[src/rtl/mii_rx_framer.sv]
// rtl/mii_rx_framer.sv - MII RX nibble framer: strips preamble/SFD, pairs nibbles, tags sof/eof/err into a byte FIFO.
// Define MII_RX_STRIP_FCS_EN to hold back and drop the 4 trailing FCS bytes of each frame.
module mii_rx_framer #(
    parameter int FIFO_DEPTH      = 16,
    parameter int MAX_FRAME_BYTES = 1522
) (
    input  logic       clk,
    input  logic       rst_n,
    input  logic       mii_en,
    input  logic [3:0] mii_d,
    output logic [7:0] rx_data,
    output logic       rx_sof,
    output logic       rx_eof,
    output logic       rx_err,
    output logic       rx_valid,
    input  logic       rx_ready,
    output logic       ovf
);
`ifdef MII_RX_STRIP_FCS_EN
    localparam int HOLD = 5;
`else
    localparam int HOLD = 1;
`endif
    localparam int AW = $clog2(FIFO_DEPTH);
    localparam logic [2:0]  HOLD_CNT = 3'(HOLD);
    localparam logic [15:0] MAX_CNT  = 16'(MAX_FRAME_BYTES);
    // entry layout: {err, eof, sof, data}
    localparam logic [10:0] ERR_ENTRY = {1'b1, 1'b1, 1'b0, 8'h00};

    typedef enum logic [2:0] {IDLE, PREAM, LO, HI, DROP} state_t;
    state_t state, state_nx;

    logic        en_q;
    logic [3:0]  d_q, low_q;
    logic [7:0]  hold [HOLD];
    logic [2:0]  hold_cnt;
    logic [15:0] byte_cnt;
    logic        first_q, pend_q, pend_wait_q;

    logic [AW:0]  wr_ptr, rd_ptr;
    logic [10:0]  mem [FIFO_DEPTH];
    logic         full, pop, can_push, pend_ok;

    logic        want_push, push_en, closing, odd;
    logic [10:0] want_entry, push_entry;
    logic        shift_in, latch_lo, frame_start, hold_clr;
    logic        pend_set, pend_wait_set, ovf_set, first_clr;

    assign full     = (wr_ptr[AW] != rd_ptr[AW]) && (wr_ptr[AW-1:0] == rd_ptr[AW-1:0]);
    assign rx_valid = (wr_ptr != rd_ptr);
    assign pop      = rx_valid & rx_ready;
    assign can_push = !full || pop;
    assign {rx_err, rx_eof, rx_sof, rx_data} = rx_valid ? mem[rd_ptr[AW-1:0]] : 11'd0;

    always_comb begin
        state_nx      = state;
        want_push     = 1'b0;
        want_entry    = '0;
        push_en       = 1'b0;
        push_entry    = '0;
        closing       = 1'b0;
        odd           = 1'b0;
        shift_in      = 1'b0;
        latch_lo      = 1'b0;
        frame_start   = 1'b0;
        hold_clr      = 1'b0;
        pend_set      = 1'b0;
        pend_wait_set = 1'b0;
        ovf_set       = 1'b0;
        first_clr     = 1'b0;
        pend_ok       = 1'b0;
        case (state)
            IDLE: if (en_q) state_nx = (d_q == 4'h5) ? PREAM : DROP;
            PREAM: begin
                if (!en_q)               state_nx = IDLE;
                else if (d_q == 4'hD) begin
                    state_nx    = LO;
                    frame_start = 1'b1;
                end else if (d_q != 4'h5) state_nx = DROP;
            end
            LO: begin
                if (en_q) begin
                    latch_lo = 1'b1;
                    state_nx = HI;
                end else begin
                    closing  = 1'b1;
                    state_nx = IDLE;
                end
            end
            HI: begin
                if (!en_q) begin
                    closing  = 1'b1;
                    odd      = 1'b1;
                    state_nx = IDLE;
                end else begin
                    // a completed byte releases the oldest held byte
                    if (hold_cnt == HOLD_CNT) begin
                        want_push  = 1'b1;
                        want_entry = {1'b0, 1'b0, first_q, hold[HOLD-1]};
                    end
                    if (byte_cnt == MAX_CNT) begin
                        pend_set      = 1'b1;
                        pend_wait_set = 1'b1;
                        hold_clr      = 1'b1;
                        state_nx      = DROP;
                    end else begin
                        shift_in = 1'b1;
                        state_nx = LO;
                    end
                end
            end
            DROP: if (!en_q) state_nx = IDLE;
            default: state_nx = IDLE;
        endcase

        if (closing) begin
            hold_clr = 1'b1;
            if (hold_cnt == HOLD_CNT) begin
                want_push  = 1'b1;
                want_entry = {odd, 1'b1, first_q, hold[HOLD-1]};
            end else if (hold_cnt != 3'd0) begin
                want_push  = 1'b1;
                want_entry = {1'b1, 1'b1, 1'b1, 8'h00};
            end
        end

        pend_ok = pend_q && can_push && !(pend_wait_q && en_q);
        if (pend_ok) begin
            push_en    = 1'b1;
            push_entry = ERR_ENTRY;
        end
        if (want_push) begin
            if (can_push && !pend_q) begin
                push_en    = 1'b1;
                push_entry = want_entry;
                first_clr  = 1'b1;
            end else begin
                ovf_set  = 1'b1;
                pend_set = 1'b1;
                shift_in = 1'b0;
                hold_clr = 1'b1;
                state_nx = DROP;
            end
        end
    end

    always_ff @(posedge clk or negedge rst_n) begin
        if (!rst_n) begin
            state       <= IDLE;
            en_q        <= 1'b0;
            d_q         <= 4'd0;
            low_q       <= 4'd0;
            hold_cnt    <= 3'd0;
            byte_cnt    <= 16'd0;
            first_q     <= 1'b1;
            pend_q      <= 1'b0;
            pend_wait_q <= 1'b0;
            ovf         <= 1'b0;
            for (int i = 0; i < HOLD; i++) hold[i] <= 8'd0;
        end else begin
            state <= state_nx;
            en_q  <= mii_en;
            d_q   <= mii_d;
            ovf   <= ovf_set;
            if (latch_lo) low_q <= d_q;
            if (frame_start || hold_clr) begin
                hold_cnt <= 3'd0;
            end else if (shift_in) begin
                hold[0] <= {d_q, low_q};
                for (int i = 1; i < HOLD; i++) hold[i] <= hold[i-1];
                if (hold_cnt != HOLD_CNT) hold_cnt <= hold_cnt + 3'd1;
            end
            if (frame_start)   byte_cnt <= 16'd0;
            else if (shift_in) byte_cnt <= byte_cnt + 16'd1;
            if (frame_start)    first_q <= 1'b1;
            else if (first_clr) first_q <= 1'b0;
            if (pend_set) begin
                pend_q      <= 1'b1;
                pend_wait_q <= pend_wait_set;
            end else begin
                if (pend_ok) pend_q <= 1'b0;
                if (!en_q)   pend_wait_q <= 1'b0;
            end
        end
    end

    always_ff @(posedge clk or negedge rst_n) begin
        if (!rst_n) begin
            wr_ptr <= '0;
            rd_ptr <= '0;
        end else begin
            if (push_en) wr_ptr <= wr_ptr + 1'b1;
            if (pop)     rd_ptr <= rd_ptr + 1'b1;
        end
    end

    always_ff @(posedge clk) begin
        if (push_en) mem[wr_ptr[AW-1:0]] <= push_entry;
    end
endmodule

[config.mk]
export PLATFORM = sky130hd
export DESIGN_NAME = mii_rx_framer
export DESIGN_NICKNAME = d
export VERILOG_FILES = /design/src/rtl/mii_rx_framer.sv
export SDC_FILE = /design/constraint.sdc
export NUM_CORES = 1
export LEC_CHECK = 0
export ABC_AREA = 1
export CAP_MARGIN = 30
export CORE_ASPECT_RATIO = 0.6
export CORE_UTILIZATION = 30
export CTS_CLUSTER_DIAMETER = 120
export DETAILED_ROUTE_END_ITERATION = 10
export MAX_ROUTING_LAYER = met4
export SLEW_MARGIN = 20
export SYNTH_ARGS = -nofsm -noshare
export SYNTH_HDL_FRONTEND = slang
export SYNTH_SLANG_ARGS = --single-unit
export TNS_END_PERCENT = 30
[constraint.sdc]
create_clock -name clk -period 3.27 [get_ports clk]
set_clock_uncertainty 0.2 [all_clocks]
set_input_delay 0.4905 -clock clk [delete_from_list [all_inputs] [get_ports clk]]
set_output_delay 0.4905 -clock clk [all_outputs]
set_load 0.005 [all_outputs]
Yosys cells after proc, flatten, opt, wreduce, memory -nomap -nowiden
Memories as Yosys holds them, arrays and structs flattened.
Cells that the tools add are included.
{"block": "classes", "reduce_logical": 20, "n_eq_ne": 14, "add_sub_neg": 4, "mux": 69, "bitwise": 2}
{"operator": "11-bit 2-to-1 mux", "count": 7}
{"operator": "1-bit 2-to-1 mux", "count": 42}
{"operator": "3-bit 2-to-1 mux", "count": 13}
{"operator": "16-bit 2-to-1 mux", "count": 2}
{"operator": "9-bit 2-to-1 mux", "count": 3}
{"operator": "16-bit by 1-bit adder with 16-bit output (second input constant)", "count": 1}
{"operator": "16-bit by 11-bit equality test with 1-bit output (second input constant)", "count": 1}
{"operator": "3-bit one-hot mux with 5 select lines", "count": 1}
{"operator": "5-bit by 1-bit adder with 5-bit output (second input constant)", "count": 2}
{"operator": "2-bit nonzero test", "count": 5}
{"operator": "3-bit by 1-bit equality test with 1-bit output (second input constant)", "count": 2}
{"operator": "3-bit by 2-bit equality test with 1-bit output (second input constant)", "count": 2}
{"operator": "1-bit logical AND", "count": 5}
{"operator": "5-bit inequality test", "count": 1}
{"operator": "4-bit by 3-bit equality test with 1-bit output (second input constant)", "count": 1}
{"operator": "4-bit equality test", "count": 1}
{"operator": "4-bit equality test (second input constant)", "count": 1}
{"operator": "4-bit by 3-bit inequality test with 1-bit output (second input constant)", "count": 1}
{"operator": "2-bit AND reduction", "count": 2}
{"operator": "3-bit by 1-bit adder with 3-bit output (second input constant)", "count": 1}
{"operator": "3-bit equality test (second input constant)", "count": 1}
{"operator": "1-bit zero test", "count": 3}
{"operator": "3-bit zero test", "count": 1}
{"operator": "3-bit by 1-bit inequality test with 1-bit output (second input constant)", "count": 1}
{"operator": "8 further kinds", "count": 9}
{"block": "word_totals", "output_inout_bits": 13, "in_bits": 8, "mem_bits_rw": 176, "reg_bits": 53, "n_memories": 1}
{"name": "mem", "words": 16, "width": 11, "read_ports": 1, "rd_clocked_by_memory_dff": 0, "write_ports": 1, "line_no": "41", "text": "logic [10:0] mem [FIFO_DEPTH];"}

Depth between registers and ports, before layout
{"block": "depth", "ltp_word": 11, "mapped_depth": 14, "ltp_nobuf": 12}

Worst setup path before layout
Ideal clock, no wire load.
{"block": "synth_path", "path_type": "register to register", "start": "reg hold_cnt[1]", "end": "mem mem[15][0], enable pin", "path_stages_with_launch": 12, "required_time_ns": 2.692, "synth_period_minus_slack_ns": 2.653, "arrival_time_ns": 2.075, "n_path_buf": 1, "setup_slack_ns": 0.617, "path_cell_list": "dfrtp_1 inv_1 ha_1 inv_1 nor2_2 a21oi_2 inv_2 nand2_2 nand2_2 inv_2 buf_4 nor2_1"}
{"block": "synth_via", "elab_chain_len": 10, "elab_cells_between_ends": 11, "classes_between": "eq/ne: 1; mux: 9; reduce/logical: 1"}
{"item": "start: declaration", "line_no": "36", "text": "logic [2:0] hold_cnt;"}
{"item": "start signal: assignment", "line_no": "171", "text": "if (hold_cnt != HOLD_CNT) hold_cnt <= hold_cnt + 3'd1;"}
{"item": "3-bit by 1-bit equality test with 1-bit output", "line_no": "97, 118"}
{"item": "1-bit 2-to-1 mux", "line_no": "97", "text": "if (hold_cnt == HOLD_CNT) begin"}
{"item": "1-bit 2-to-1 mux", "line_no": "91", "text": "if (!en_q) begin"}
{"item": "1-bit 2-to-1 mux", "line_no": "72", "text": "case (state)"}
{"item": "1-bit 2-to-1 mux", "line_no": "121", "text": "end else if (hold_cnt != 3'd0) begin"}
{"item": "1-bit 2-to-1 mux", "line_no": "118", "text": "if (hold_cnt == HOLD_CNT) begin"}
{"item": "1-bit 2-to-1 mux (*)", "line_no": "116", "text": "if (closing) begin"}
{"item": "1-bit 2-to-1 mux (*)", "line_no": "132", "text": "if (want_push) begin"}
{"item": "1-bit 2-to-1 mux (*)", "line_no": "198", "text": "if (push_en) mem[wr_ptr[AW-1:0]] <= push_entry;"}
{"item": "1-bit 2-to-1 mux (implied by the code) (*)", "line_no": "198"}
{"item": "end: declaration", "line_no": "41"}
Mark *: on every way between the ends. The rest lies on a longest branch, timed or not.

Worst setup path after layout
{"block": "layout_path", "start": "reg rd_ptr[1]", "end": "out rx_data[4]"}
{"block": "layout_via", "elab_chain_len": 2, "elab_cells_between_ends": 3, "classes_between": "eq/ne: 1; mux: 1; memory: 1"}
{"item": "start: declaration", "line_no": "40", "text": "logic [AW:0] wr_ptr, rd_ptr;"}
{"item": "start signal: assignment", "line_no": "193", "text": "if (pop) rd_ptr <= rd_ptr + 1'b1;"}
{"item": "memory read 16 x 11 bit / 5-bit inequality test (equally long branches)"}
{"item": "11-bit 2-to-1 mux (*)", "line_no": "53", "text": "assign {rx_err, rx_eof, rx_sof, rx_data} = rx_valid ? mem[rd_ptr[AW-1:0]] : 11'd0;"}
{"item": "end: declaration", "line_no": "11", "text": "output logic [7:0] rx_data,"}
Marks and branches as above.

==> impl_metrics.py <==
metrics = {
    "die": {
        "rows": 51,
        "die_x_um": 238,
        "start_util": 0.307,
        "chipHeight_um": 144,
        "ioPinCount": 21,
        "coreArea_um2": 32700,
        "die-area_um2": 34200,
    },
    "timing": {
        "hold_viol_final": 0,
        "slew_headroom": 0.357,
        "slew_viol_final": 0,
        "finalCritPeriodShare": 1.01,
        "rsz0062_at_grt": "true",
        "fin_crit_ps": 3290,
        "timing.final.ws_setup_ps": -17.7,
        "setup_violations": 3,
        "hold_ws_ps": 203,
        "fmax_ghz": 0.304,
        "worst_pin_slew_ps": 957,
        "setup-tns-final_ps": -36.1,
    },
    "outcome": {
        "violations": "setup timing",
        "status": "finished, violations left",
    },
    "worst_setup_path": {
        "crit_type": "flop to output pin",
        "path_max_fanout": 11,
        "startpoint_type": "flop",
        "end_kind": "output pin",
        "cp.arrival_ps": 2600,
        "worstPathRequired_ps": 2580,
    },
    "final_layout": {
        "area_delta_synth_final_pct": 20.9,
        "nNetsFinal": 1046,
        "drive_above_1_share": 0.124,
        "num_antenna_cells": 0,
        "finalInstanceArea_um2": 12100,
    },
    "clock_tree": {
        "clk_latency_ps": 540,
        "cts-htree-levels": 1,
        "cts_made_buffers": 22,
        "cts_tree": "built",
        "cts-root-buf": "clkbuf_16",
        "cts.sinks": 229,
        "path_clk_slew_ps": 70,
        "clockBufferDepth": 3,
    },
    "synthesis": {
        "synthTopCellsByArea": "edfxtp_1 (53%), dfrtp_1 (13%), nor2_1 (6.5%)",
        "synth_edf_count": 176,
        "synth.ff_latch_count": 229,
        "synthSimpleGateAreaFrac": 0.184,
        "synthCells": 968,
        "synth-compound-area-share": 0.0880,
        "synth_mux_area_frac": 0,
        "synth_top_family_by_area": "simple AND/OR/NAND/NOR gates",
        "synthAdderAreaFrac": 0.0125,
        "async_flop_share": 0.231,
        "synth_top_area_share": 0.526,
        "synthDistinctLibCells": 29,
        "yosysWarnings": 0,
        "netlist_area_um2": 10000,
        "synthesis.area_per_instance_um2": 10.4,
        "synth_ff_type": "edfxtp_1",
        "synthXorXnorAreaFrac": 0.0122,
        "synth_top_cell_by_area": "edfxtp_1",
        "synth_nets": 986,
        "ys_seq_area_frac": 0.658,
    },
    "routing": {
        "wire_per_inst_um": 18.7,
        "wl_mm": 27.9,
        "ant_nets": 0,
        "first_pass_iters": 6,
        "viasPerCell": 4.98,
        "first_iter_violations": 1004,
        "drc_errors": 0,
        "num_vias": 7441,
    },
    "power_and_ir_drop": {
        "irDropWorstVdd_mv": 0.382,
        "p_comb_frac": 0.367,
        "power_leakage_uw": 0.00474,
        "seqPwrFrac": 0.360,
        "netSwitchingFraction": 0.348,
        "p_total_uw": 9280,
        "p_int_uw": 6050,
        "switchingPower_uw": 3230,
        "power_density_nw_per_um2": 764,
        "clockPowerShare": 0.273,
    },
    "job": {
        "drv_cap": 0,
    },
    "placement": {
        "postPlaceCellArea_um2": 11000,
        "numPortBuffers": 20,
        "place_hpwl_mm": 17.0,
        "gp_congestion": 0.898,
        "dp_slack_ps": 378,
    },
    "grt": {
        "grtUsageTotal": 0.164,
        "grt_antenna_before_repair": 1,
        "grt_pass1_wl_mm": 41.3,
        "grt_pass1_vias": 6742,
        "grt_overflow_total": 0,
        "grt_max_degree": 46,
    },
    "hold_path": {
        "min_path_type": "input port to flop",
    },
}
==> per-layer routing <==
metal	GRT usage	share of wire
met1	0.251	0.49
met2	0.208	0.39
met3	0.0551	0.11
met4	0.0206	0.0086
met5	-	0
==> path summary, 6_finish.rpt <==
kind | start | end | slack, ps | depth (start not counted)
max | rd_ptr[1]$_DFFE_PN0P_ | rx_data[4] | -20 | 8
min | mii_d[0] | d_q[0]$_DFF_PN0_ | 200 | 1
max reg2reg | rd_ptr[2]$_DFFE_PN0P_ | mem[14][7]$_DFFE_PP_ | 460 | 12
min reg2reg | first_q$_DFFE_PN1P_ | first_q$_DFFE_PN1P_ | 270 | 2
max in group asynchronous | rst_n | ovf$_DFF_PN0_ | 1740 | 3
min in group asynchronous | rst_n | low_q[0]$_DFFE_PN0P_ | 390 | 2
==> power by group through the flow <==
stage	clock network (µW)	registers, µW	logic [µW]
2_1_floorplan	0	3320	1670
4_1_cts	2580	3330	3040
5_1_grt	2690	3350	3660
6_report	2540	3340	3400
3_3_place_gp	0	3380	2700
3_5_place_dp	0	3390	2700
==> registers in the layout (all words and copies together) (netlist names) <==
| signal | flops |
|---|---|
| d_q | 4 |
| pend_wait_q | 1 |
| rd_ptr | 5 |
| state | 3 |
| pend_q | 1 |
| en_q | 1 |
| first_q | 1 |
| byte_cnt | 16 |
| ovf | 1 |
| wr_ptr | 5 |
| mem | 176 |
| low_q | 4 |
| hold_cnt | 3 |
| hold | 8 |
==> worst max-delay path, stage by stage, from the launching register on <==
cell and delay [ps]:
dfrtp_2 510, buf_12 170, clkbuf_16 160, nor2_1 90, o21ai_0 100, o211ai_1 210, nand3_1 140, a21oi_1 160
clkdlybuf4s50_1 510
==> Yosys cell counts, types with 3 or more instances <==
cell type	n
o21ai_0	97
ha_1	10
nand3_1	57
buf_2	8
buf_6	3
clkbuf_1	32
buf_4	3
o211ai_1	22
edfxtp_1	176
nand4_1	21
inv_2	8
inv_1	53
dfrtp_1	52
nand2_1	171
xor2_1	10
xnor2_1	4
a21oi_1	15
nand2_2	3
nor3_1	15
o22ai_1	23
nor2_1	175
==> area by class of cell <==
type | count | area [µm²]
Sequential cell | 229 | 6620
Inverter | 61 | 249
Timing Repair Buffer | 84 | 975
Multi-Input combinational cell | 630 | 3030
Fill cell | 3148 | 20500
Tap cell | 450 | 563
Clock inverter | 7 | 78.8
Clock buffer | 33 | 632
==> stage by stage <==
stage / utilization / cells
6_report: 0.372 / 1494
5_1_grt: 0.372 / 1494
4_1_cts: 0.364 / 1480
3_5_place_dp: 0.336 / 1430
3_3_place_gp: 0.336 / 1430
2_1_floorplan: - / 968
==> cell families (layout without fill, tap and decap cells) <==
logic type	after synthesis	count (layout)
adders and majority gates	10	10
xor gates and xnor gates	14	14
and+or+nand+nor	447	447
AOI/OAI and AO/OA	159	159
DFF	229	229
buffers and inverters	109	185
==> layout by cell type, fill, tap and decap left out, drive strengths merged <==
cell,Yosys,routed
nor2,177,177
edfxtp,176,176
nand2,175,175
o21ai,98,98
inv,61,58
buf,16,58
nand3,57,57
dfrtp,52,52
clkbuf,32,38
o22ai,23,23
o211ai,22,22
nand4,21,21
a21oi,16,16
nor3,15,15
clkdlybuf4s50,0,12
xor2,10,10
ha,10,10
dlymetal6s2s,0,6
clkinv,0,6
xnor2,4,4
clkinvlp,0,3
or2,1,1
nand3b,1,1
bufinv,0,1
bufbuf,0,1
dfstp,1,1
dlygate4sd3,0,1
dlygate4sd2,0,1
==> what timing repair did <==
action	4_1_cts	5_1_grt
gates cloned	4	5
buffers inserted	5	7
endpoints found under the setup margin	11	10
hold endpoints to repair	31	0
pin swaps	4	9
gates resized for setup	11	16
hold buffers	1	0
(Power assumes the default switching activity.)
